[config.mk]
export PLATFORM = sky130hd
export DESIGN_NAME = fetch_unit_flat
export DESIGN_NICKNAME = d
export VERILOG_FILES = /design/src/rtl/fetch_unit_if.sv /design/src/rtl/fetch_unit.sv /design/src/flat_wrapper.sv
export SDC_FILE = /design/constraint.sdc
export NUM_CORES = 1
export LEC_CHECK = 0
export CORE_MARGIN = 2
export CORE_UTILIZATION = 50
export CTS_CLUSTER_DIAMETER = 100
export DETAILED_ROUTE_END_ITERATION = 6
export MAX_ROUTING_LAYER = met4
export PLACE_DENSITY = 0.79
export SYNTH_ARGS = -nofsm -noshare
export SYNTH_HDL_FRONTEND = slang
export SYNTH_SLANG_ARGS = --single-unit
[constraint.sdc]
create_clock -name clk -period 12.4 [get_ports clk]
set_input_delay 1.86 -clock clk [delete_from_list [all_inputs] [get_ports clk]]
set_output_delay 1.86 -clock clk [all_outputs]
set_load 0.005 [all_outputs]
[src/rtl/fetch_unit_if.sv]
// Fetch unit bus bundle: the memory request/response channel plus the decoder/redirect side.
// master is the fetch unit; slave is the memory/decoder environment.
interface fetch_unit_if;
  logic        mem_req;
  logic [31:0] mem_addr;
  logic        mem_gnt;
  logic        mem_rvalid;
  logic [31:0] mem_rdata;
  logic        dec_ready;
  logic [31:0] instr;
  logic [31:0] instr_pc;
  logic        enable;
  logic        redirect;
  logic [31:0] redirect_pc;

  modport master (
    output mem_req, mem_addr, instr, instr_pc, enable,
    input  mem_gnt, mem_rvalid, mem_rdata, dec_ready, redirect, redirect_pc
  );

  modport slave (
    input  mem_req, mem_addr, instr, instr_pc, enable,
    output mem_gnt, mem_rvalid, mem_rdata, dec_ready, redirect, redirect_pc
  );
endinterface

[src/rtl/fetch_unit.sv]
// Instruction fetch unit: single-outstanding memory fetcher feeding a small in-order buffer
// to the decoder, with redirect flush and drop of in-flight responses.
module fetch_unit #(
  parameter logic [31:0] RESET_PC  = 32'h0000_0000,
  parameter int unsigned BUF_DEPTH = 2
) (
  input logic          clk,
  input logic          rst,
  fetch_unit_if.master bus
);

  localparam int unsigned PtrW   = (BUF_DEPTH > 1) ? $clog2(BUF_DEPTH) : 1;
  localparam int unsigned CntW   = $clog2(BUF_DEPTH + 1);
  localparam logic [CntW-1:0] DepthC = CntW'(BUF_DEPTH);
  localparam logic [PtrW-1:0] LastPtr = PtrW'(BUF_DEPTH - 1);
  // Canonical no-op instruction word (addi x0, x0, 0).
  localparam logic [31:0] NO_OP = 32'h0000_0013;

  typedef enum logic [1:0] {StReq, StWait, StHold} state_e;

  state_e          state_q, state_d;
  logic [31:0]     pc_q, pc_d;
  logic [31:0]     gnt_addr_q, gnt_addr_d;
  logic            drop_q, drop_d;
  logic [PtrW-1:0] rd_ptr_q, rd_ptr_d, wr_ptr_q, wr_ptr_d;
  logic [CntW-1:0] count_q, count_d;
  logic [31:0]     buf_instr_q [BUF_DEPTH];
  logic [31:0]     buf_pc_q    [BUF_DEPTH];

  logic        rsp, push, pop, empty;
  logic [31:0] redirect_addr;

  function automatic logic [PtrW-1:0] ptr_inc(input logic [PtrW-1:0] p);
    return (p == LastPtr) ? '0 : p + 1'b1;
  endfunction

  assign redirect_addr = bus.redirect_pc & 32'hFFFF_FFFC;
  assign empty         = (count_q == '0);
  assign rsp           = (state_q == StWait) && bus.mem_rvalid;
  // Responses owed to a flushed stream, or racing a redirect, never enter the buffer.
  assign push          = rsp && !drop_q && !bus.redirect;
  assign pop           = !empty && bus.dec_ready && !bus.redirect;

  // rst gates mem_req so the request is low while reset is held, high right after release.
  assign bus.mem_req  = rst && (state_q == StReq);
  assign bus.mem_addr = pc_q;
  assign bus.enable   = pop;
  assign bus.instr    = empty ? NO_OP : buf_instr_q[rd_ptr_q];
  assign bus.instr_pc = empty ? 32'h0 : buf_pc_q[rd_ptr_q];

  always_comb begin
    state_d    = state_q;
    pc_d       = pc_q;
    gnt_addr_d = gnt_addr_q;
    drop_d     = drop_q;
    rd_ptr_d   = pop  ? ptr_inc(rd_ptr_q) : rd_ptr_q;
    wr_ptr_d   = push ? ptr_inc(wr_ptr_q) : wr_ptr_q;
    count_d    = count_q + CntW'(push) - CntW'(pop);

    unique case (state_q)
      StReq: begin
        if (bus.mem_gnt) begin
          state_d    = StWait;
          gnt_addr_d = pc_q;
          pc_d       = pc_q + 32'd4;
        end
      end
      StWait: begin
        if (bus.mem_rvalid) begin
          drop_d  = 1'b0;
          state_d = (count_d < DepthC) ? StReq : StHold;
        end
      end
      StHold: begin
        if (pop) state_d = StReq;
      end
      default: state_d = StReq;
    endcase

    if (bus.redirect) begin
      rd_ptr_d = '0;
      wr_ptr_d = '0;
      count_d  = '0;
      pc_d     = redirect_addr;
      // A grant taken now, or one still waiting for its data, must have its response dropped.
      if ((state_q == StReq && bus.mem_gnt) || (state_q == StWait && !bus.mem_rvalid)) begin
        drop_d = 1'b1;
      end
      if (state_q == StHold) state_d = StReq;
    end
  end

  always_ff @(posedge clk or negedge rst) begin
    if (!rst) begin
      state_q    <= StReq;
      pc_q       <= RESET_PC;
      gnt_addr_q <= RESET_PC;
      drop_q     <= 1'b0;
      rd_ptr_q   <= '0;
      wr_ptr_q   <= '0;
      count_q    <= '0;
    end else begin
      state_q    <= state_d;
      pc_q       <= pc_d;
      gnt_addr_q <= gnt_addr_d;
      drop_q     <= drop_d;
      rd_ptr_q   <= rd_ptr_d;
      wr_ptr_q   <= wr_ptr_d;
      count_q    <= count_d;
    end
  end

  always_ff @(posedge clk) begin
    if (push) begin
      buf_instr_q[wr_ptr_q] <= bus.mem_rdata;
      buf_pc_q[wr_ptr_q]    <= gnt_addr_q;
    end
  end

  // The issue condition guarantees room for every granted response.
  a_no_overflow: assert property (@(posedge clk) disable iff (!rst)
    !(push && !pop && count_q == DepthC));

endmodule

[src/flat_wrapper.sv]
// flat-port wrapper written by rule: the top's interface ports become plain ports
module fetch_unit_flat 
#(
  parameter logic [31:0] RESET_PC  = 32'h0000_0000,
  parameter int unsigned BUF_DEPTH = 2
)
  (clk, rst, bus_mem_req, bus_mem_addr, bus_instr, bus_instr_pc, bus_enable, bus_mem_gnt, bus_mem_rvalid, bus_mem_rdata, bus_dec_ready, bus_redirect, bus_redirect_pc);
  fetch_unit_if bus_i ();
  input logic clk;
  input logic rst;
  output wire logic [$bits(bus_i.mem_req)-1:0] bus_mem_req;
  output wire logic [$bits(bus_i.mem_addr)-1:0] bus_mem_addr;
  output wire logic [$bits(bus_i.instr)-1:0] bus_instr;
  output wire logic [$bits(bus_i.instr_pc)-1:0] bus_instr_pc;
  output wire logic [$bits(bus_i.enable)-1:0] bus_enable;
  input wire logic [$bits(bus_i.mem_gnt)-1:0] bus_mem_gnt;
  input wire logic [$bits(bus_i.mem_rvalid)-1:0] bus_mem_rvalid;
  input wire logic [$bits(bus_i.mem_rdata)-1:0] bus_mem_rdata;
  input wire logic [$bits(bus_i.dec_ready)-1:0] bus_dec_ready;
  input wire logic [$bits(bus_i.redirect)-1:0] bus_redirect;
  input wire logic [$bits(bus_i.redirect_pc)-1:0] bus_redirect_pc;
  assign bus_mem_req = bus_i.mem_req;
  assign bus_mem_addr = bus_i.mem_addr;
  assign bus_instr = bus_i.instr;
  assign bus_instr_pc = bus_i.instr_pc;
  assign bus_enable = bus_i.enable;
  assign bus_i.mem_gnt = bus_mem_gnt;
  assign bus_i.mem_rvalid = bus_mem_rvalid;
  assign bus_i.mem_rdata = bus_mem_rdata;
  assign bus_i.dec_ready = bus_dec_ready;
  assign bus_i.redirect = bus_redirect;
  assign bus_i.redirect_pc = bus_redirect_pc;
  fetch_unit #(.RESET_PC(RESET_PC), .BUF_DEPTH(BUF_DEPTH)) u_core (.clk(clk), .rst(rst), .bus(bus_i));
endmodule
==> summary.txt <==
Cells and area
  • Register area: 5404 um^2
  • Leading cell type in the layout, fill and taps excluded: clkdlybuf4s50_1
  • Most frequent cells in the layout: clkdlybuf4s50_1, edfxtp_1, nor2_1
  • Antenna cells: 0
  • Area of the multi-input gates: 2360 um^2
  • Fillers: between 1000 and 1500
  • Syn-to-layout area delta: 30.69%
  • Fin nets: 800
  • Layout cell share with drive strength beyond 1: around a tenth

Logic synthesis
  • Syn Area/Cell: 13.81 um^2
  • Top cells by area, synth: edfxtp_1, dfrtp_1, mux2i_1, mux2_2, nor2_1
  • Synth area leader: edfxtp_1
  • Synth top area share: between 40% and 50%
  • Synthesized area: roughly 8000 um^2
  • Syn. warnings: 0
  • Cell count after synthesis: 574
  • Yosys cell types: 40
  • Post-synthesis sequential area ratio: roughly two thirds
  • Seq cells post-synth: between 150 and 200

Timing
  • Setup TNS: 0 ps
  • Least-Margin Pin Slew: 1130 ps
  • RSZ-0062 raised after global routing: false
  • Max Fclk: 186.2 MHz
  • Hold Fails Final Rpt: 0
  • Crit share post-route: 43.30%
  • Worst setup margin: 7031 ps
  • Final clock skew: 7.650 ps
  • Final setup vio count: 0
  • Final Max Slew Viols: 0
  • Relative slew slack: around a quarter
  • Period minus WS final: 5369 ps

CTS
  • Worst skew pair latency: 430 ps
  • Setup bufs post-CTS: 0
  • Cts repair resizes: 0
  • TritonCTS clock tree: built
  • Clk slew on worst S/H paths: about 70 ps
  • CTS buffer count: 17
  • CTS Hold Buffers Added: 0
  • CTS sink cnt: 191
  • CTS H-tree depth: 4
  • Max clock buf depth: 2
  • Clock root cell: clkbuf_16

Global route
  • All-Layer GR Usage: between 20% and 30%
  • Gr ovfl total: 0
  • Grt peak-use layer: met2
  • GR Util met2: between 30% and 40%
  • GR Util met3: around 4.6%
  • Met1 Use GR: 25.85%
  • Via count of the first global-routing pass: 5194
  • Largest net degree at the start of global routing: just under 70
  • First-pass GRT wire length: between 20000 and 30000 um
  • Initial antenna violation count: 0

Routing
  • Pre-Repair DR Iteration Count: 5
  • DR iter-0 viols: 427
  • Drt drc: 0
  • ANT nets after route: 0
  • DR WL/cell: 17.44 um
  • Detailed Route WL: 16670 um
  • Routed via count: 5176
  • DR vias/cell: between 5 and 6

Power and ir drop
  • Leakage: 3.567 nW
  • PwrDens: 155.1 nW/um^2
  • Maximum VDD drop: between 0.1 and 0.15 mV

Critical path
  • Slowest cell on the critical path: buf_4
  • CP Cell Sequence: buf_2 > buf_4 > nor3b_1 > clkdlybuf4s50_1
  • WP data arrival: 3510 ps
  • CP Class: in2out
  • Crit Reg-Reg Endpoint: u_core.buf_pc_q[1][25]
  • Worst R2R Path Depth: 4
  • Worst Path Max Fanout: 68
  • Startpoint Class: input port
  • Worst stage delay on the critical path: 630 ps
  • RR Startpoint: u_core.state_q[1]
  • Worst Path Required: approximately 11000 ps
  • Critical Path Sink Type: primary output
  • Worst R2R Setup Slack: 9720 ps

Die
  • Die height: roughly 130 um
  • Initial Util: 50.46%
  • IO Pins: 168
  • Die X: 129.9 um
  • Die area: 16880 um^2
  • Core box area: 15710 um^2
  • Row count: 46

Place
  • # port buffers: 161
  • DP HPWL: 10900 um
  • Gpl congestion: 0.7910
  • Pre-CTS WS: 7048 ps

Min path
  • HP Start: u_core.gnt_addr_q[17]
  • Hold depth: 0
  • Worst hold endpoint: u_core.buf_pc_q[0][17]
  • HP Class: reg2reg

Run
  • Max-Cap Viols: 0

Status
  • Outcome: finished, final reports clean
## stage by stage
stage / utilization [%] / hold slack (ps) / total power [mW] / std cells / instance area, um^2
2_1_floorplan: - / 438.2 / 0.9084 / 577 / 7940
3_3_place_gp: 61.88 / 445.1 / 1.019 / 924 / 9723
3_5_place_dp: 61.88 / 456.3 / 1.033 / 924 / 9723
4_1_cts: 65.95 / 470.9 / 1.617 / 956 / 10360
5_1_grt: 65.95 / 485.3 / 1.668 / 956 / 10360
6_report: 65.95 / 469.2 / 1.607 / 956 / 10360
## cells by family after synthesis
logic type | synth area share [%]
flops | 68.11
simple gates | 10.83
mux | 12.20
compound gates | 4.608
buf+inv | 2.525
xor+xnor | 1.215
fa+ha+maj | 0.4735
other cells | 0.04730
## where the power goes
| group | leakage (nW) | internal [mW] | total (mW) | switching (mW) |
|---|---|---|---|---|
| Sequential | 1.90 | 0.749 | 0.808 | 0.0587 |
| Combinational | 1.34 | 0.127 | 0.211 | 0.0839 |
| Clock | 0.319 | 0.358 | 0.588 | 0.230 |
## sequential cells by signal, indices dropped and copies added, names as in the netlist
name	count
u_core.bus.mem_addr	30
u_core.gnt_addr_q	30
u_core.rd_ptr_q	1
u_core.buf_pc_q	60
u_core.count_q	2
u_core.buf_instr_q	64
u_core.wr_ptr_q	1
u_core.state_q	2
u_core.drop_q	1
## worst max-delay path: cells and delay by family
kind          cells  cell delay [ps]
buf+inv           3             1270
simple gates      1              320
## synthesized netlist by cell type (all sizes together)
master,instances
o31ai,14
nor4,2
xor2,5
nand3b,1
and2,1
a31oi,17
inv,8
o211ai,2
or4,16
a21oi,1
and4bb,1
dfrtp,67
and4,8
nand2b,1
xnor2,6
buf,14
nor2,85
a31o,1
o21a,1
nand3,14
mux2,29
nor3b,2
o21ai,20
nand4,6
edfxtp,124
nand4bb,1
nor3,4
clkbuf,23
or3,4
ha,3
o31a,2
mux2i,64
and3,2
nor2b,1
conb,1
nand2,23
## how the worst max path moves through the flow
| stage | from | end | slack, ps | cells past startpoint |
|---|---|---|---|---|
| CTS | rst | bus_mem_req | 6990 | 4 |
| global placement | rst | bus_mem_req | 7070 | 4 |
| global route | rst | bus_mem_req | 6840 | 4 |
| detailed placement | rst | bus_mem_req | 7050 | 4 |
| floorplan | bus_redirect | u_core.buf_instr_q[0][0] | 3570 | 3 |
| finish | rst | bus_mem_req | 7030 | 4 |
## layer usage
metal	wire length (um)	share of wire (%)
met1	7062	42
met3	794	4.8
met5	0	0
met2	8523	51
met4	288	1.7
## cell type report
cell class / count / share of cell area (%)
clock buffer: 18 / 4.142
clock inverter: 14 / 2.029
inverter: 8 / 0.2898
multi-input combinational: 341 / 22.77
sequential: 191 / 52.15
tap: 216 / 2.608
timing repair buffer: 168 / 16.01
No activity file was read; power rests on OpenSTA's default activity.
